<file path="src/rtl/alu_pkg.sv">
`timescale 1ns/1ps
// Shared ALU definitions: operation encodings and saturation constant helpers.
package alu_pkg;

    // Operation select; the fourth code is reserved and executes as ADD.
    typedef enum logic [1:0] {
        OP_ADD    = 2'b00,
        OP_SUB    = 2'b01,
        OP_PADDSB = 2'b10,
        OP_RSVD   = 2'b11
    } alu_op_e;

    // Largest positive two's-complement value of a w-bit field (0111..1).
    function automatic logic [63:0] SAT_MAX(input int w);
        logic [63:0] m;
        m = 64'h0;
        for (int i = 0; i < 64; i++) begin
            if (i < w - 1) begin
                m[i] = 1'b1;
            end
        end
        return m;
    endfunction

    // Most negative two's-complement value of a w-bit field (1000..0).
    function automatic logic [63:0] SAT_MIN(input int w);
        logic [63:0] m;
        m = 64'h0;
        for (int i = 0; i < 64; i++) begin
            if (i == w - 1) begin
                m[i] = 1'b1;
            end
        end
        return m;
    endfunction

endpackage

</file>
<file path="src/rtl/cla_group.sv">
`timescale 1ns/1ps
// One lookahead group: W-bit adder producing its sum plus group propagate/generate
// for the second-level lookahead in the parent.
module cla_group #(
    parameter int W = 4
) (
    input  logic [W-1:0] a,
    input  logic [W-1:0] b,
    input  logic         cin,
    output logic [W-1:0] sum,
    output logic         p,
    output logic         g
);
    logic [W-1:0] bit_p;
    logic [W-1:0] bit_g;
    logic [W-1:0] carry;
    logic         g_acc;

    assign bit_p = a ^ b;
    assign bit_g = a & b;

    // Bit carries inside the group, seeded by the group carry-in.
    always_comb begin
        carry    = '0;
        carry[0] = cin;
        for (int i = 0; i < W - 1; i++) begin
            carry[i+1] = bit_g[i] | (bit_p[i] & carry[i]);
        end
    end

    // Group generate: a carry leaves the group independent of its carry-in.
    always_comb begin
        g_acc = 1'b0;
        for (int i = 0; i < W; i++) begin
            g_acc = bit_g[i] | (bit_p[i] & g_acc);
        end
    end

    assign sum = bit_p ^ carry;
    assign p   = &bit_p;
    assign g   = g_acc;

endmodule

</file>
<file path="src/rtl/cla_addsub_pipe.sv">
`timescale 1ns/1ps
// Pipelined two-level carry-lookahead ADD / SUB / PADDSB unit with N/Z/V/carry flags
// and valid/ready handshakes on both sides.
module cla_addsub_pipe
    import alu_pkg::*;
#(
    parameter int WIDTH  = 16,
    parameter int GROUP  = 4,
    parameter int LANE   = 4,
    parameter int STAGES = 2
) (
    input  logic             clk,
    input  logic             rst_n,
    input  logic             in_valid,
    output logic             in_ready,
    input  logic [1:0]       op,
    input  logic             sat_en,
    input  logic [WIDTH-1:0] a,
    input  logic [WIDTH-1:0] b,
    output logic             out_valid,
    input  logic             out_ready,
    output logic [WIDTH-1:0] result,
    output logic             cout,
    output logic             flag_n,
    output logic             flag_z,
    output logic             flag_v
);
    localparam int NG = WIDTH / GROUP;
    localparam int NL = WIDTH / LANE;
    localparam logic [WIDTH-1:0] FULL_MAX = WIDTH'(SAT_MAX(WIDTH));
    localparam logic [WIDTH-1:0] FULL_MIN = WIDTH'(SAT_MIN(WIDTH));
    localparam logic [LANE-1:0]  LANE_MAX = LANE'(SAT_MAX(LANE));
    localparam logic [LANE-1:0]  LANE_MIN = LANE'(SAT_MIN(LANE));

    genvar gi;

    // Lane boundaries must coincide with group boundaries so the lane kill can
    // act on group carry-ins.
    generate
        if ((WIDTH % GROUP) != 0 || (WIDTH % LANE) != 0 || (LANE % GROUP) != 0 ||
            !(STAGES == 1 || STAGES == 2)) begin : g_bad_params
            $fatal(1, "cla_addsub_pipe: illegal WIDTH/GROUP/LANE/STAGES combination");
        end
    endgenerate

    // ---------------- level 1: operand conditioning and group P/G ----------------
    alu_op_e          op_e;
    logic             l1_sub;
    logic             l1_padd;
    logic [WIDTH-1:0] l1_bx;
    logic [WIDTH-1:0] l1_sum0;
    logic [NG-1:0]    l1_p;
    logic [NG-1:0]    l1_g;
    logic [NL-1:0]    l1_a_sgn;
    logic [NL-1:0]    l1_b_sgn;

    assign op_e    = alu_op_e'(op);
    assign l1_sub  = (op_e == OP_SUB);
    assign l1_padd = (op_e == OP_PADDSB);
    assign l1_bx   = l1_sub ? ~b : b;

    // Each group adds with carry-in 0; the true carry-in is folded in after the
    // second-level lookahead, so one group adder serves both levels.
    generate
        for (gi = 0; gi < NG; gi++) begin : g_grp
            cla_group #(.W(GROUP)) u_grp (
                .a   (a[gi*GROUP +: GROUP]),
                .b   (l1_bx[gi*GROUP +: GROUP]),
                .cin (1'b0),
                .sum (l1_sum0[gi*GROUP +: GROUP]),
                .p   (l1_p[gi]),
                .g   (l1_g[gi])
            );
        end
        // Only the sign bit of each lane (the top lane's is the full-width sign)
        // is needed downstream for overflow detection.
        for (gi = 0; gi < NL; gi++) begin : g_sgn
            assign l1_a_sgn[gi] = a[(gi+1)*LANE-1];
            assign l1_b_sgn[gi] = l1_bx[(gi+1)*LANE-1];
        end
    endgenerate

    // ---------------- pipeline boundary between level 1 and level 2 ----------------
    logic             out_load;
    logic             l2_valid;
    logic [WIDTH-1:0] l2_sum0;
    logic [NG-1:0]    l2_p;
    logic [NG-1:0]    l2_g;
    logic [NL-1:0]    l2_a_sgn;
    logic [NL-1:0]    l2_b_sgn;
    logic             l2_cin;
    logic             l2_padd;
    logic             l2_sat;

    generate
        if (STAGES == 2) begin : g_two
            logic             s0_valid_q;
            logic [WIDTH-1:0] s0_sum0_q;
            logic [NG-1:0]    s0_p_q;
            logic [NG-1:0]    s0_g_q;
            logic [NL-1:0]    s0_a_sgn_q;
            logic [NL-1:0]    s0_b_sgn_q;
            logic             s0_cin_q;
            logic             s0_padd_q;
            logic             s0_sat_q;

            // Stage 0 frees up whenever it is empty or its beat moves to the output.
            assign in_ready = !s0_valid_q || out_load;

            // Capture level-1 results for an accepted beat.
            always_ff @(posedge clk or negedge rst_n) begin
                if (!rst_n) begin
                    s0_valid_q <= 1'b0;
                    s0_sum0_q  <= '0;
                    s0_p_q     <= '0;
                    s0_g_q     <= '0;
                    s0_a_sgn_q <= '0;
                    s0_b_sgn_q <= '0;
                    s0_cin_q   <= 1'b0;
                    s0_padd_q  <= 1'b0;
                    s0_sat_q   <= 1'b0;
                end else if (in_ready) begin
                    s0_valid_q <= in_valid;
                    if (in_valid) begin
                        s0_sum0_q  <= l1_sum0;
                        s0_p_q     <= l1_p;
                        s0_g_q     <= l1_g;
                        s0_a_sgn_q <= l1_a_sgn;
                        s0_b_sgn_q <= l1_b_sgn;
                        s0_cin_q   <= l1_sub;
                        s0_padd_q  <= l1_padd;
                        s0_sat_q   <= sat_en;
                    end
                end
            end

            assign l2_valid = s0_valid_q;
            assign l2_sum0  = s0_sum0_q;
            assign l2_p     = s0_p_q;
            assign l2_g     = s0_g_q;
            assign l2_a_sgn = s0_a_sgn_q;
            assign l2_b_sgn = s0_b_sgn_q;
            assign l2_cin   = s0_cin_q;
            assign l2_padd  = s0_padd_q;
            assign l2_sat   = s0_sat_q;
        end else begin : g_one
            assign in_ready = out_load;
            assign l2_valid = in_valid;
            assign l2_sum0  = l1_sum0;
            assign l2_p     = l1_p;
            assign l2_g     = l1_g;
            assign l2_a_sgn = l1_a_sgn;
            assign l2_b_sgn = l1_b_sgn;
            assign l2_cin   = l1_sub;
            assign l2_padd  = l1_padd;
            assign l2_sat   = sat_en;
        end
    endgenerate

    // ---------------- level 2: group carries, sums, saturation, flags ----------------
    logic [NG:0]      kill;
    logic [NG:0]      gc;
    logic [WIDTH-1:0] l2_sum;
    logic [NL-1:0]    lane_ov;
    logic [WIDTH-1:0] lane_res;
    logic             v_full;

    // For PADDSB the carry into every group that starts a lane is forced to 0.
    generate
        for (gi = 0; gi < NG; gi++) begin : g_kill
            assign kill[gi] = l2_padd && (((gi * GROUP) % LANE) == 0);
        end
    endgenerate
    assign kill[NG] = 1'b0;

    // Second-level lookahead: carry into group k is the OR of every lower group's
    // generate propagated through the groups in between, stopping at a killed boundary.
    always_comb begin
        logic live;
        logic pp;
        logic term;
        gc   = '0;
        live = 1'b0;
        pp   = 1'b0;
        term = 1'b0;
        for (int k = 0; k <= NG; k++) begin
            live = !kill[k];
            pp   = 1'b1;
            term = 1'b0;
            for (int j = NG - 1; j >= 0; j--) begin
                if (j < k) begin
                    term = term | (live & pp & l2_g[j]);
                    pp   = pp & l2_p[j];
                    live = live & !kill[j];
                end
            end
            gc[k] = term | (live & pp & l2_cin);
        end
    end

    // Fold each group carry into the carry-in-0 group sum.
    generate
        for (gi = 0; gi < NG; gi++) begin : g_sum
            assign l2_sum[gi*GROUP +: GROUP] = l2_sum0[gi*GROUP +: GROUP] + GROUP'(gc[gi]);
        end
        // Independent signed saturation per PADDSB lane.
        for (gi = 0; gi < NL; gi++) begin : g_lane
            logic s_sgn;
            assign s_sgn       = l2_sum[(gi+1)*LANE-1];
            assign lane_ov[gi] = (l2_a_sgn[gi] == l2_b_sgn[gi]) && (s_sgn != l2_a_sgn[gi]);
            assign lane_res[gi*LANE +: LANE] = lane_ov[gi] ? (s_sgn ? LANE_MAX : LANE_MIN)
                                                           : l2_sum[gi*LANE +: LANE];
        end
    endgenerate

    assign v_full = (l2_a_sgn[NL-1] == l2_b_sgn[NL-1]) && (l2_sum[WIDTH-1] != l2_a_sgn[NL-1]);

    logic [WIDTH-1:0] result_d;
    logic             cout_d;
    logic             flag_v_d;

    // Select the final result; a negative-looking sum after overflow means the
    // true result was positive, hence saturate high.
    always_comb begin
        result_d = l2_sum;
        cout_d   = gc[NG];
        flag_v_d = v_full;
        if (l2_padd) begin
            result_d = lane_res;
            cout_d   = 1'b0;
            flag_v_d = |lane_ov;
        end else if (l2_sat && v_full) begin
            result_d = l2_sum[WIDTH-1] ? FULL_MAX : FULL_MIN;
        end
    end

    // ---------------- output register ----------------
    logic             out_valid_q;
    logic [WIDTH-1:0] result_q;
    logic             cout_q;
    logic             flag_n_q;
    logic             flag_z_q;
    logic             flag_v_q;

    assign out_load = !out_valid_q || out_ready;

    // Output stage holds its beat while the consumer stalls.
    always_ff @(posedge clk or negedge rst_n) begin
        if (!rst_n) begin
            out_valid_q <= 1'b0;
            result_q    <= '0;
            cout_q      <= 1'b0;
            flag_n_q    <= 1'b0;
            flag_z_q    <= 1'b0;
            flag_v_q    <= 1'b0;
        end else if (out_load) begin
            out_valid_q <= l2_valid;
            if (l2_valid) begin
                result_q <= result_d;
                cout_q   <= cout_d;
                flag_n_q <= result_d[WIDTH-1];
                flag_z_q <= (result_d == '0);
                flag_v_q <= flag_v_d;
            end
        end
    end

    assign out_valid = out_valid_q;
    assign result    = result_q;
    assign cout      = cout_q;
    assign flag_n    = flag_n_q;
    assign flag_z    = flag_z_q;
    assign flag_v    = flag_v_q;

endmodule

</file>
<file path="config.mk">
export PLATFORM = sky130hd
export DESIGN_NAME = cla_addsub_pipe
export DESIGN_NICKNAME = d
export VERILOG_FILES = /design/src/rtl/alu_pkg.sv /design/src/rtl/cla_group.sv /design/src/rtl/cla_addsub_pipe.sv
export SDC_FILE = /design/constraint.sdc
export NUM_CORES = 1
export LEC_CHECK = 0
export ABC_AREA = 0
export BUFFER_PORTS_ARGS = -buffer_cell sky130_fd_sc_hd__buf_2
export CORE_MARGIN = 5
export CORE_UTILIZATION = 51
export DETAILED_ROUTE_END_ITERATION = 8
export PLACE_DENSITY = 0.76
export SLEW_MARGIN = 25
export SYNTH_ARGS = -nofsm -noshare
export SYNTH_HDL_FRONTEND = slang
export SYNTH_SLANG_ARGS = --single-unit
export TNS_END_PERCENT = 10
</file>
<file path="constraint.sdc">
create_clock -name clk -period 2.9 [get_ports clk]
set_input_delay 0.29 -clock clk [delete_from_list [all_inputs] [get_ports clk]]
set_output_delay 0.29 -clock clk [all_outputs]
set_load 0.02 [all_outputs]
</file>
======== After elaboration in Yosys (flattened, before gate mapping) ========
Index checks and enable logic that the tools add are counted.
cells by class
  $add $sub $neg .......................... 4
  eq/ne operators ......................... 10
  mux-type cells .......................... 14
  bitwise logic cells ..................... 77
  reduce and logical (&&, ||, !) cells .... 18
operators by type and width
  operator                                                               count
  16-bit 2-to-1 mux                                                      4
  1-bit bitwise AND                                                      42
  4-bit 2-to-1 mux                                                       8
  4-bit XOR                                                              8
  1-bit bitwise OR                                                       22
  4-bit by 1-bit adder with 4-bit output                                 4
  4-bit bitwise AND                                                      4
  16-bit zero test                                                       1
  16-bit NOT                                                             1
  4-bit AND reduction                                                    4
  1-bit logical AND                                                      5
  1-bit equality test                                                    4
  1-bit != test                                                          4
  2-bit AND reduction                                                    2
  4-bit OR reduction                                                     1
  1-bit zero test                                                        3
  2-bit by 1-bit equality test with 1-bit output, second input constant  1
  2-bit equality test, second input constant                             1
  1-bit logical OR                                                       2
  1-bit 2-to-1 mux                                                       2
word-level totals
  bits in registers ....................... 57
  input bits .............................. 39
  output and inout bits ................... 22
  word-level logic and storage cells ...... 138

======== Logic depth before layout (Yosys ltp) ========
Gate-level depths: netlist of run 1.
  word-level depth ........................ 13
  gate-level depth with buffers ........... 12
  mapped depth without buffers ............ 11

======== By module ========
A second synthesis of run 1 with hierarchy kept.
second synthesis, totals
  cell total of the unflattened synthesis .. 353
  area, all modules ....................... 3,743.6 um^2
modules (own cells, without submodules)
  module           instances  cells each  area an instance (um^2)  seq. area each (um^2)
  cla_addsub_pipe  1          281         3,083.0                  1,401.3
  cla_group        4          18          165.2                    0.0

======== Worst setup path after synthesis of run 1 ========
OpenSTA, ideal clock, no wires.
  path type ............................... reg-to-reg
  start point ............................. reg g_two.s0_padd_q
  end point ............................... reg flag_z_q (netlist: flag_z)
  setup time .............................. 92 ps
  data arrival time ....................... 2,845 ps
  required time ........................... 2,808 ps
  slack ................................... -37 ps
  stages on the path, launching flop included .. 12
  buffers on the path ..................... 3
  clock period less this slack ............ 2,937 ps
  path through ............................ dfrtp_1 -> clkbuf_1 -> buf_1 -> nor2_1 -> ha_1 -> and3_1 -> buf_6 -> xor2_4 -> or4_1 -> a21oi_1 -> or4b_1 -> o31ai_2
on the way
  cells in the longest elaborated chain, start to end .. 13
  elaborated cells on any way between the ends .. 48
  classes of those cells .................. 4 x add/sub; 4 x eq/ne; 11 x mux; 22 x bitwise; 7 x reduce/logical
RTL lines
  item                                    line                                            source
  from (decl)                             cla_addsub_pipe.sv:104                          logic s0_padd_q;
  from (signal assigned)                  cla_addsub_pipe.sv:131                          s0_padd_q <= l1_padd;
  1-bit zero test                         cla_addsub_pipe.sv:187, cla_addsub_pipe.sv:194
  1-bit bitwise AND (2 in a row)          cla_addsub_pipe.sv:192                          term = term | (live & pp & l2_g[j]);
  1-bit bitwise OR (2 in a row)           cla_addsub_pipe.sv:192
  1-bit bitwise OR                        cla_addsub_pipe.sv:197                          gc[k] = term | (live & pp & l2_cin);
  4-bit by 1-bit adder with 4-bit output  cla_addsub_pipe.sv:204                          assign l2_sum[gi*GROUP +: GROUP] = l2_sum0[gi*GROUP +: GROUP] + GROUP'(gc[gi]);
  1-bit != test                           cla_addsub_pipe.sv:210, cla_addsub_pipe.sv:216
  1-bit logical AND                       cla_addsub_pipe.sv:210, cla_addsub_pipe.sv:216
  1-bit logical AND                       cla_addsub_pipe.sv:232                          end else if (l2_sat && v_full) begin
  16-bit 2-to-1 mux                       cla_addsub_pipe.sv:232
  16-bit 2-to-1 mux (*)                   cla_addsub_pipe.sv:228                          if (l2_padd) begin
  16-bit zero test (*)                    cla_addsub_pipe.sv:262                          flag_z_q <= (result_d == '0);
  to (signal assigned)                    cla_addsub_pipe.sv:262
  to (decl)                               cla_addsub_pipe.sv:242                          logic flag_z_q;
Mark *: on every way between the ends. The rest lies on a longest branch, timed or not.
A chain may end at the register's enable or synchronous reset.

======== Worst setup path in the final report of run 1 ========
  start point ............................. reg g_two.s0_cin_q
  end point ............................... reg flag_z_q (netlist: flag_z)
on the way
  cells in the longest elaborated chain, start to end .. 9
  elaborated cells on any way between the ends .. 32
  classes of those cells .................. 4 x add/sub; 4 x eq/ne; 11 x mux; 7 x bitwise; 6 x reduce/logical
RTL lines
  item                                    line                                            source
  from (decl)                             cla_addsub_pipe.sv:103                          logic s0_cin_q;
  from (signal assigned)                  cla_addsub_pipe.sv:130                          s0_cin_q <= l1_sub;
  1-bit bitwise AND                       cla_addsub_pipe.sv:197
  1-bit bitwise OR                        cla_addsub_pipe.sv:197
  4-bit by 1-bit adder with 4-bit output  cla_addsub_pipe.sv:204
  1-bit != test                           cla_addsub_pipe.sv:210, cla_addsub_pipe.sv:216
  1-bit logical AND                       cla_addsub_pipe.sv:210, cla_addsub_pipe.sv:216
  1-bit logical AND                       cla_addsub_pipe.sv:232
  16-bit 2-to-1 mux                       cla_addsub_pipe.sv:232
  16-bit 2-to-1 mux (*)                   cla_addsub_pipe.sv:228
  16-bit zero test (*)                    cla_addsub_pipe.sv:262
Marked as above.

==> impl_metrics.py, run 1 <==
metrics = {
    "timing": {
        "timing_max_transition_violations_final": 0,
        "max_clock_freq_mhz": 350,
        "slew_headroom_pct": 53.9,
        "final_critical_path_setup_slack_ns": 0.0397,
        "hold_viol": 0,
        "post-route-min-period_ns": 2.86,
        "setup_viol_count_final": 0,
        "grt_setup_unrepaired": "yes",
        "finalSetupTns_ns": 0,
        "finalHoldWorstSlack_ns": 0.107,
        "finalClockSkew_ns": 0.00707,
        "worstMarginPinSlew_ns": 0.691,
        "final.period_utilization_pct": 98.6,
    },
    "power_and_ir_drop": {
        "vdd.ir_drop.worst_uv": 339,
        "static-leakage-power_nw": 1.98,
        "power_density_mw_per_mm2": 701,
    },
    "yosys": {
        "synth-seq-area-share_pct": 38.7,
        "total_number_of_yosys_warnings": 0,
        "yosysUniqueCellTypes": 53,
        "syn_avg_cell_area_sq_um": 10.1,
        "synth_cells": 359,
        "postSynthRegisterBits": 56,
        "syn_area_sq_mm": 0.00362,
        "postSynthNetCount": 434,
    },
    "clock_network": {
        "cts.root.buffer_cell": "clkbuf_8",
        "numClockSinks": 56,
        "cts_made_buffers": 5,
        "clkSlewWorstSetupHoldPaths_ns": 0.10,
        "insertion_delay_ns": 0.30,
        "clk_path_buf_depth": 2,
        "cts_tree": "yes",
        "ctsHtreeMaxLevel": 2,
        "holdBufCountCts": 0,
    },
    "placed_design": {
        "placed_cells_incl_taps": 515,
        "dp_worst_setup_slack_ns": -0.0903,
        "finalWeightedCongestion": 0.870,
        "detailed_place_hpwl_um": 6260,
        "place.port_buffers": 60,
    },
    "grt": {
        "pin_count_of_the_biggest_net_entering_global_routing": 57,
        "grt_first_pass_wirelength_um": 13500,
        "grt_util_met3_pct": 2.32,
        "first_global_vias": 2844,
        "grt_util_met2_pct": 31.8,
        "globalRouteMet1Util_pct": 26.4,
        "busiest_layer": "met2",
        "antenna_violations_before_repair": 0,
        "track_usage_pct": 19.0,
        "gr-total-overflow": 0,
    },
    "worst_setup_path": {
        "critical_path.max_fanout": 2,
        "worstPathArrival_ns": 3.08,
        "crit_path_start_kind": "register",
        "worst_path_max_delay_cell": "or4b_4",
        "worstReg2RegStart": "g_two.s0_cin_q$_DFFE_PN0P_",
        "timing.critical_path.mode_cell": "a21o_1",
        "crit_type": "reg2reg",
        "largest_stage_delay_on_the_critical_path_ns": 0.48,
        "worstPathRequired_ns": 3.12,
        "reg2regPathDepth": 11,
        "rrSetupSlack_ns": 0.04,
        "crit_path_end_kind": "register",
        "r2r_end": "flag_z$_DFFE_PN0P_",
        "worstPathCellList": "a21o_1 > a21o_1 > a21oi_2 > nor2_1 > ha_2 > and3_4 > xor2_4 > or4_1 > a21oi_1 > or4b_4 > o31ai_4",
    },
    "detailed_routing": {
        "firstDrtPassIters": 5,
        "detail_route.vias_per_cell": 5.31,
        "wire_per_inst_um": 14.9,
        "detail-route-antenna-nets": 0,
        "remaining_drc_errors": 0,
        "detail_route.wirelength_um": 7890,
        "route.vias.total": 2816,
        "drt-initial-drc-count": 172,
    },
    "die": {
        "floorplan.rows": 30,
        "dieHeight_um": 94.2,
        "top_level_ports": 61,
        "die_width_um": 94.2,
        "core_region_area_sq_mm": 0.00683,
        "die_area_sq_mm": 0.00888,
        "initial_core_util_pct": 52.9,
    },
    "finish": {
        "area.growth.synth_to_final_pct": 17.7,
        "multi_input_area_sq_mm": 0.00210,
        "ff_latch_area_sq_mm": 0.00140,
        "post_route_cells_drive_above_1_share_pct": 28.8,
        "layout.nets": 508,
        "nFillCells": 592,
        "total_inserted_antenna_cells": 0,
        "finalNonFillerCells": 530,
    },
    "min_path": {
        "hp-class": "in2async",
    },
    "run_status": {
        "outcome": "completed",
    },
    "run": {
        "max-cap-violations": 0,
    },
}
worst max-delay path by stage:
stage | start | to
floorplan | op[1] | g_two.s0_sum0_q[15]$_DFFE_PN0P_
global placement | g_two.s0_cin_q$_DFFE_PN0P_ | flag_z$_DFFE_PN0P_
detailed placement | g_two.s0_cin_q$_DFFE_PN0P_ | flag_z$_DFFE_PN0P_
CTS | g_two.s0_cin_q$_DFFE_PN0P_ | flag_z$_DFFE_PN0P_
global route | g_two.s0_cin_q$_DFFE_PN0P_ | flag_z$_DFFE_PN0P_
finish | g_two.s0_cin_q$_DFFE_PN0P_ | flag_z$_DFFE_PN0P_
timing repair:
item	CTS	global route
setup endpoints to repair	1	1
gates resized for setup	4	3
pin swaps	1	4
gates cloned	0	0
buffers inserted	6	1
power breakdown:
| group | leakage (nW) | internal (mW) | switching [mW] | total, mW |
|---|---|---|---|---|
| Clock | 0.0455 | 0.196 | 0.244 | 0.439 |
| Sequential | 0.681 | 1.00 | 0.184 | 1.19 |
| Combinational | 1.26 | 0.596 | 0.762 | 1.36 |
metal layers:
metal,up-vias,part of all wire [%]
met3,8,4.8
li1,1385,-
met4,0,0.80
met5,-,0
met2,81,49
met1,1342,45
placed cells by master (no fill, tap or decap), types with 3 or more instances in the layout:
| cell type | n |
|---|---|
| mux2_2 | 25 |
| buf_2 | 60 |
| nand3_1 | 5 |
| mux2i_1 | 3 |
| nor2_1 | 20 |
| o21ai_0 | 32 |
| and2_1 | 5 |
| buf_4 | 24 |
| nand2_1 | 43 |
| nand2b_1 | 5 |
| clkbuf_8 | 6 |
| dfrtp_1 | 56 |
| a211oi_1 | 4 |
| nor3b_1 | 3 |
| a21oi_1 | 13 |
| o22ai_1 | 3 |
| o31ai_1 | 6 |
| ha_1 | 22 |
| nand4_1 | 6 |
| fa_1 | 12 |
| inv_1 | 17 |
| xor2_1 | 6 |
| xnor2_1 | 19 |
worst max-delay path, delay by kind of cell (launching register included):
family	cells	cell delay, ns
AO/OA/AOI/OAI	5	0.82
adder cells (fa/ha/maj)	1	0.21
XOR/XNOR	1	0.14
AND/OR/NAND/NOR	4	1.21
flip-flops	1	0.39
logic make-up (layout without fill, tap and decap cells):
group                      Yosys count  after routing  share of synthesized area (%)
muxes                               29             29                           8.99
and+or+nand+nor                    100            100                           13.0
AOI/OAI and AO/OA                   77             77                           13.2
adders and majority gates           36             36                           14.9
DFF                                 56             56                           38.7
buffers and inverters               35            110                           4.29
xor gates and xnor gates            26             26                           6.81
through the flow:
stage,total power [mW],area (sq um),util (%)
floorplan,2.05,3620,-
global placement,2.47,4080,59.7
detailed placement,2.50,4080,59.7
CTS,2.98,4230,61.8
global route,3.22,4260,62.3
finish,2.98,4260,62.3
Yosys cell counts, drive strengths merged:
| cell type | number | area share [%] |
|---|---|---|
| dfrtp | 56 | 39 |
| nand2 | 43 | 4.5 |
| o21ai | 32 | 4.4 |
| mux2 | 25 | 7.8 |
| ha | 24 | 8.3 |
| nor2 | 20 | 2.1 |
| xnor2 | 19 | 4.6 |
| inv | 18 | 1.9 |
| a21oi | 14 | 1.9 |
| clkbuf | 12 | 1.5 |
| fa | 12 | 6.6 |
| o31ai | 7 | 1.6 |
| xor2 | 7 | 2.2 |
| nand4 | 6 | 1.0 |
| and2 | 5 | 0.86 |
| buf | 5 | 0.90 |
| nand2b | 5 | 0.86 |
| nand3 | 5 | 0.69 |
| a211oi | 4 | 0.83 |
| mux2i | 4 | 1.2 |
| a21o | 3 | 0.66 |
| and3 | 3 | 0.52 |
| nor3b | 3 | 0.62 |
| o22ai | 3 | 0.52 |
| a2111oi | 2 | 0.48 |
| a31oi | 2 | 0.35 |
| nor2b | 2 | 0.35 |
| nor3 | 2 | 0.28 |
| a221oi | 1 | 0.24 |
| a22oi | 1 | 0.21 |
| a2bb2oi | 1 | 0.24 |
| nand3b | 1 | 0.21 |
| nand4b | 1 | 0.24 |
| nor4 | 1 | 0.17 |
| o2111a | 1 | 0.31 |
| o2111ai | 1 | 0.24 |
| o211ai | 1 | 0.21 |
| o21a | 1 | 0.21 |
| o2bb2ai | 1 | 0.24 |
| o31a | 1 | 0.24 |
| o32ai | 1 | 0.24 |
| or2 | 1 | 0.17 |
| or4 | 1 | 0.21 |
| or4b | 1 | 0.28 |
sequential cells by signal, indices dropped and copies added, names as in the netlist:
register,count
cout,1
flag_z,1
g_two.s0_b_sgn_q,4
result,16
out_valid,1
g_two.s0_sum0_q,16
g_two.s0_sat_q,1
g_two.s0_a_sgn_q,4
g_two.s0_cin_q,1
flag_v,1
g_two.s0_valid_q,1
g_two.s0_padd_q,1
g_two.s0_g_q,4
g_two.s0_p_q,4
layout make-up:
cell class	instances	share of cell area, %
flip-flops and latches	56	32.9
inverters	18	1.59
clock buffers	8	2.12
multi-input cells	268	49.3
repair buffers	84	11.3
well taps	96	2.82
(Power assumes the default switching activity.)
==> run 2: changes to the inputs <==
Settings changed: CORE_UTILIZATION 51 to 50, PLACE_DENSITY 0.76 to 0.75.
==> run 2 against run 1 <==
Effect of this change:
- sequential share of layout area decreased by 0.36 points
- hold slack better by 0.087 ns
- fmax down 0.49%
- sequential power hardly changed
- clock-buffer cell count decreased by 3
- non-clock buffer count down 2
- largest cell class unchanged
- clock skew down 0.0023 ns
- routed wire length decreased by 1.5%
- die area increased by 1.8%
- combinational power hardly changed
- highest routed layer unchanged
==> impl_metrics.py, run 2 (synthesis gave the netlist of run 1 again) <==
metrics = {
    "timing": {
        "finalSetupTns_ns": 0,
        "finalClockSkew_ns": 0.00476,
        "post-route-min-period_ns": 2.87,
        "timing_max_transition_violations_final": 0,
        "hold_viol": 0,
        "worstMarginPinSlew_ns": 0.531,
        "setup_viol_count_final": 0,
        "final.period_utilization_pct": 99.1,
        "max_clock_freq_mhz": 348,
        "grt_setup_unrepaired": "yes",
        "slew_headroom_pct": 64.6,
    },
    "clock_network": {
        "cts_tree": "yes",
        "clk_path_buf_depth": 2,
        "cts.root.buffer_cell": "clkbuf_8",
        "ctsHtreeMaxLevel": 2,
        "clkSlewWorstSetupHoldPaths_ns": 0.10,
        "numClockSinks": 56,
        "insertion_delay_ns": 0.30,
        "cts_made_buffers": 5,
    },
    "placed_design": {
        "detailed_place_hpwl_um": 6320,
        "placed_cells_incl_taps": 520,
        "placed_cell_area_sq_mm": 0.00410,
        "finalWeightedCongestion": 0.877,
        "place.port_buffers": 60,
    },
    "power_and_ir_drop": {
        "static-leakage-power_nw": 2.00,
        "vdd.ir_drop.worst_uv": 359,
        "power_density_mw_per_mm2": 723,
        "power_frac_seq_pct": 38.1,
        "clock_power_share_pct": 18.8,
        "power.net_switching_mw": 1.18,
        "cellInternalPower_mw": 1.93,
        "switching_share_pct": 38.1,
        "combPwrFrac_pct": 43.1,
    },
    "detailed_routing": {
        "firstDrtPassIters": 4,
        "wire_per_inst_um": 14.7,
        "detail_route.wirelength_um": 7770,
        "routed-wl-met2_um": 3760,
        "detail_route.vias_per_cell": 5.25,
        "routedLengthMet1_um": 3600,
        "detail-route-antenna-nets": 0,
        "detailroute.wirelength.met3_um": 292,
        "top_layer_used": "met4",
        "route.vias.total": 2783,
        "remaining_drc_errors": 0,
        "drt-initial-drc-count": 88,
    },
    "worst_setup_path": {
        "critical_path.max_fanout": 2,
        "worst-path-buf-inv": 0,
        "worstPathArrival_ns": 3.10,
        "crit_type": "reg2reg",
        "timing.critical_path.max_delay_family": "simple AND/OR/NAND/NOR gates",
        "timing.critical_path.mode_cell": "a21o_1",
        "worstPathRequired_ns": 3.12,
        "worst_path_max_delay_cell": "or4b_4",
        "worstPathCellList": "a21o_1 > a21o_1 > a21oi_2 > nor2_1 > ha_2 > and3_4 > xor2_4 > or4_1 > a21oi_1 > or4b_4 > o31ai_4",
        "largest_stage_delay_on_the_critical_path_ns": 0.49,
        "crit_path_end_kind": "register",
        "crit_path_start_kind": "register",
    },
    "die": {
        "die_width_um": 95.1,
        "dieHeight_um": 95.1,
        "initial_core_util_pct": 50.7,
        "top_level_ports": 61,
        "floorplan.rows": 31,
        "die_area_sq_mm": 0.00904,
        "core_region_area_sq_mm": 0.00714,
    },
    "finish": {
        "post_route_cells_drive_above_1_share_pct": 28.8,
        "layout.nets": 506,
        "total_inserted_antenna_cells": 0,
        "finalNonFillerCells": 530,
        "area.growth.synth_to_final_pct": 19.0,
        "mostFrequentLayoutCells": "buf_2 (59), dfrtp_1 (56), nand2_1 (43)",
        "fin_area_sq_mm": 0.00430,
        "layout.cells.most_common": "buf_2",
    },
    "min_path": {
        "hp-class": "in2reg",
    },
    "grt": {
        "grt_first_pass_wirelength_um": 13100,
        "first_global_vias": 2785,
        "antenna_violations_before_repair": 0,
        "gr-total-overflow": 0,
        "pin_count_of_the_biggest_net_entering_global_routing": 46,
        "track_usage_pct": 18.4,
    },
    "run_status": {
        "outcome": "completed",
    },
    "run": {
        "max-cap-violations": 0,
    },
}
## run 2: power groups by stage
stage / Sequential [mW] / Clock [mW] / Combinational (mW)
2_1_floorplan: 1.28 / 0 / 0.767
3_3_place_gp: 1.18 / 0 / 1.28
3_5_place_dp: 1.20 / 0 / 1.30
4_1_cts: 1.19 / 0.599 / 1.32
5_1_grt: 1.22 / 0.631 / 1.50
6_report: 1.19 / 0.585 / 1.34
## run 2: cell type report
cell class / count / area [sq um]
fillers: 639 / 2830
multi-input cells: 268 / 2110
flip-flops and latches: 56 / 1400
repair buffers: 82 / 470
well taps: 99 / 124
clock buffers: 5 / 68.8
inverters: 18 / 67.6
clock inverters: 2 / 60.1
## run 2: per-stage QoR
step / utilization, % / worst slack [ns] / hold slack [ns] / power [mW]
final: 60.3 / 0.0254 / 0.194 / 3.11
after global routing: 60.3 / -0.107 / 0.168 / 3.35
after CTS: 59.6 / 0.0115 / 0.143 / 3.11
after detailed placement: 57.4 / -0.110 / 0.467 / 2.51
after global placement: 57.4 / -0.0231 / 0.459 / 2.47
after floorplan: - / 0.0249 / -0.00559 / 2.05
## run 2: worst paths after layout
kind | start | to | slack, ns | depth (start not counted)
setup / recovery | g_two.s0_cin_q$_DFFE_PN0P_ | flag_z$_DFFE_PN0P_ | 0.03 | 11
hold / removal | in_valid | g_two.s0_valid_q$_DFFE_PN0N_ | 0.19 | 2
setup reg to reg | g_two.s0_cin_q$_DFFE_PN0P_ | flag_z$_DFFE_PN0P_ | 0.03 | 11
hold reg to reg | result[10]$_DFFE_PN0P_ | result[10]$_DFFE_PN0P_ | 0.48 | 2
max in group asynchronous | rst_n | g_two.s0_a_sgn_q[0]$_DFFE_PN0P_ | 1.88 | 3
min in group asynchronous | rst_n | result[13]$_DFFE_PN0P_ | 0.50 | 2
## run 2: routing by layer
layer,up-vias,track usage [%]
met4,0,4.69
met3,8,2.84
met1,1321,25.9
li1,1383,-
met5,-,0
met2,71,29.9
## run 2: what timing repair did
item	4_1_cts	5_1_grt
gates resized for setup	6	5
endpoints found under the setup margin	1	1
endpoints found under the hold margin	0	36
setup buffers	0	2
pin swaps	1	3
hold buffers	0	1
==> run 3: changes to the inputs <==
Settings changed: BUFFER_PORTS_ARGS -buffer_cell sky130_fd_sc_hd__buf_2 to default, DONT_BUFFER_PORTS from default to 1, PLACE_DENSITY 0.75 to 0.68.
==> run 3 against run 2 <==
Effect of this change:
- the run now ends with setup timing left
- cell count decreased by 12%
- setup slack got worse by 0.030 ns
- highest routed layer unchanged
- routed wire length decreased by 7.1%
- largest power group is now registers
- combinational power decreased by 24%
- global-route usage decreased by 0.62 points
- first-iteration DRC count decreased by 2.3%
- sequential power increased by 13%
- utilization decreased by 4.8 points
- register-to-register slack got worse by 0.03 ns
- via count decreased by 10%
==> impl_metrics.py, run 3 (synthesis gave the netlist of run 1 again) <==
metrics = {
    "clock_network": {
        "cts_tree": "yes",
        "clk_path_buf_depth": 2,
        "ctsHtreeMaxLevel": 2,
        "cts_made_buffers": 5,
        "numClockSinks": 56,
        "cts.root.buffer_cell": "clkbuf_8",
        "insertion_delay_ns": 0.30,
        "clkSlewWorstSetupHoldPaths_ns": 0.09,
    },
    "grt": {
        "busiest_layer": "met2",
        "globalRouteMet1Util_pct": 25.6,
        "grt_util_met2_pct": 27.9,
        "first_global_vias": 2588,
        "gr-total-overflow": 0,
        "pin_count_of_the_biggest_net_entering_global_routing": 57,
        "grt_first_pass_wirelength_um": 12600,
        "track_usage_pct": 17.8,
        "grt_util_met3_pct": 3.55,
        "antenna_violations_before_repair": 0,
    },
    "die": {
        "floorplan.rows": 31,
        "initial_core_util_pct": 50.7,
        "top_level_ports": 61,
        "die_width_um": 95.1,
        "dieHeight_um": 95.1,
        "die_area_sq_mm": 0.00904,
        "core_region_area_sq_mm": 0.00714,
    },
    "placed_design": {
        "detailed_place_hpwl_um": 5760,
        "dp_worst_setup_slack_ns": -0.0943,
        "finalWeightedCongestion": 0.841,
        "placed_cells_incl_taps": 456,
        "place.port_buffers": 0,
    },
    "timing": {
        "worstMarginPinSlew_ns": 0.459,
        "final.period_utilization_pct": 100,
        "grt_setup_unrepaired": "yes",
        "final_critical_path_setup_slack_ns": -0.00476,
        "post-route-min-period_ns": 2.90,
        "max_clock_freq_mhz": 344,
        "setup_viol_count_final": 1,
        "timing_max_transition_violations_final": 0,
        "hold_viol": 0,
        "finalClockSkew_ns": 0.00318,
        "finalHoldWorstSlack_ns": 0.0893,
        "finalSetupTns_ns": -0.00476,
        "slew_headroom_pct": 69.4,
    },
    "worst_setup_path": {
        "worst_path_max_delay_cell": "or4_4",
        "crit_path_end_kind": "register",
        "critical_path.max_fanout": 2,
        "largest_stage_delay_on_the_critical_path_ns": 0.48,
        "crit_type": "reg2reg",
        "worstPathCellList": "a21o_1 > a21o_1 > a21oi_2 > nor2_1 > ha_2 > and3_4 > xor2_4 > or4_4 > a21oi_2 > or4b_4 > o31ai_4",
        "crit_path_start_kind": "register",
        "reg2regPathDepth": 11,
        "worstPathArrival_ns": 3.13,
        "worstPathRequired_ns": 3.12,
    },
    "run_status": {
        "violations": "setup timing",
        "outcome": "finished with violations",
    },
    "detailed_routing": {
        "remaining_drc_errors": 0,
        "detail_route.vias_per_cell": 5.37,
        "wire_per_inst_um": 15.5,
        "detail-route-antenna-nets": 0,
        "detail_route.wirelength_um": 7220,
        "drt-initial-drc-count": 86,
        "firstDrtPassIters": 4,
        "route.vias.total": 2503,
    },
    "finish": {
        "total_inserted_antenna_cells": 0,
        "mostFrequentLayoutCells": "dfrtp_1 (56), nand2_1 (43), o21ai_0 (32)",
        "area.growth.synth_to_final_pct": 9.48,
        "layout.nets": 442,
        "post_route_cells_drive_above_1_share_pct": 16.6,
        "finalNonFillerCells": 466,
        "layout.cells.most_common": "dfrtp_1",
    },
    "min_path": {
        "hp-class": "in2reg",
        "min_delay_path_depth": 1,
    },
    "power_and_ir_drop": {
        "switching_share_pct": 39.9,
        "p_total_mw": 2.82,
        "clock_power_share_pct": 15.9,
        "power_frac_seq_pct": 48.0,
        "cellInternalPower_mw": 1.69,
        "power.net_switching_mw": 1.12,
        "combPwrFrac_pct": 36.1,
        "vdd.ir_drop.worst_uv": 271,
        "power_density_mw_per_mm2": 711,
        "static-leakage-power_nw": 1.72,
    },
    "run": {
        "max-cap-violations": 0,
    },
}
==> run 3: changes by cell type in the layout (fill, tap and decap cells not counted), moves of 2 or more <==
cell	before	now
buf_2	59	0
buf_4	22	16
bufinv_16	2	0
clkbuf_8	5	7
==> run 3: timing repair <==
| item | in CTS | in global routing |
|---|---|---|
| setup endpoints to repair | 1 | 1 |
| hold endpoints to repair | 56 | 0 |
| hold buffers | 2 | 0 |
| resized for setup | 4 | 6 |
| pin swaps | 1 | 5 |
| buffers inserted | 0 | 1 |
==> run 3: power by group through the flow <==
stage	clock network [mW]	logic, mW	registers, mW
after floorplan	0	0.767	1.28
after global placement	0	0.948	1.36
after detailed placement	0	0.965	1.37
after CTS	0.467	0.997	1.35
after global routing	0.502	1.17	1.39
final	0.448	1.02	1.35
==> run 3: worst paths after layout <==
| check | from | endpoint | slack [ns] |
|---|---|---|---|
| min in group asynchronous | rst_n | out_valid$_DFFE_PN0P_ | 0.49 |
| max in group asynchronous | rst_n | g_two.s0_sum0_q[3]$_DFFE_PN0P_ | 2.16 |
| hold / removal | in_valid | g_two.s0_valid_q$_DFFE_PN0N_ | 0.09 |
| setup reg to reg | g_two.s0_cin_q$_DFFE_PN0P_ | flag_z$_DFFE_PN0P_ | -0.005 |
| setup / recovery | g_two.s0_cin_q$_DFFE_PN0P_ | flag_z$_DFFE_PN0P_ | -0.005 |
| hold reg to reg | g_two.s0_p_q[0]$_DFFE_PN0P_ | g_two.s0_p_q[0]$_DFFE_PN0P_ | 0.51 |
==> run 3: per-layer routing <==
metal	share of wire [%]	up-vias	routed length (um)
li1	-	1254	-
met5	0	-	0
met3	5.8	8	421
met1	47	1183	3400
met2	46	58	3320
met4	1.0	0	74
==> run 3: critical path, delay by kind of cell (launching register included) <==
family / cells / cell delay [ns]
AND/OR/NAND/NOR: 4 / 1.23
AO/OA/AOI/OAI: 5 / 0.87
flip-flops: 1 / 0.38
adder cells (fa/ha/maj): 1 / 0.19
XOR/XNOR: 1 / 0.15
==> run 3: through the flow <==
stage	area, sq um	util [%]
2_1_floorplan	3620	-
3_3_place_gp	3770	52.8
3_5_place_dp	3770	52.8
4_1_cts	3910	54.8
5_1_grt	3960	55.5
6_report	3960	55.5
==> run 3: area by class of cell <==
class                      instances  area, sq um
clock buffer                       7         96.3
timing repair buffer              18          158
tap                               99          124
fill                             654         3180
inverter                          18         67.6
multi-input combinational        268         2110
sequential                        56         1400
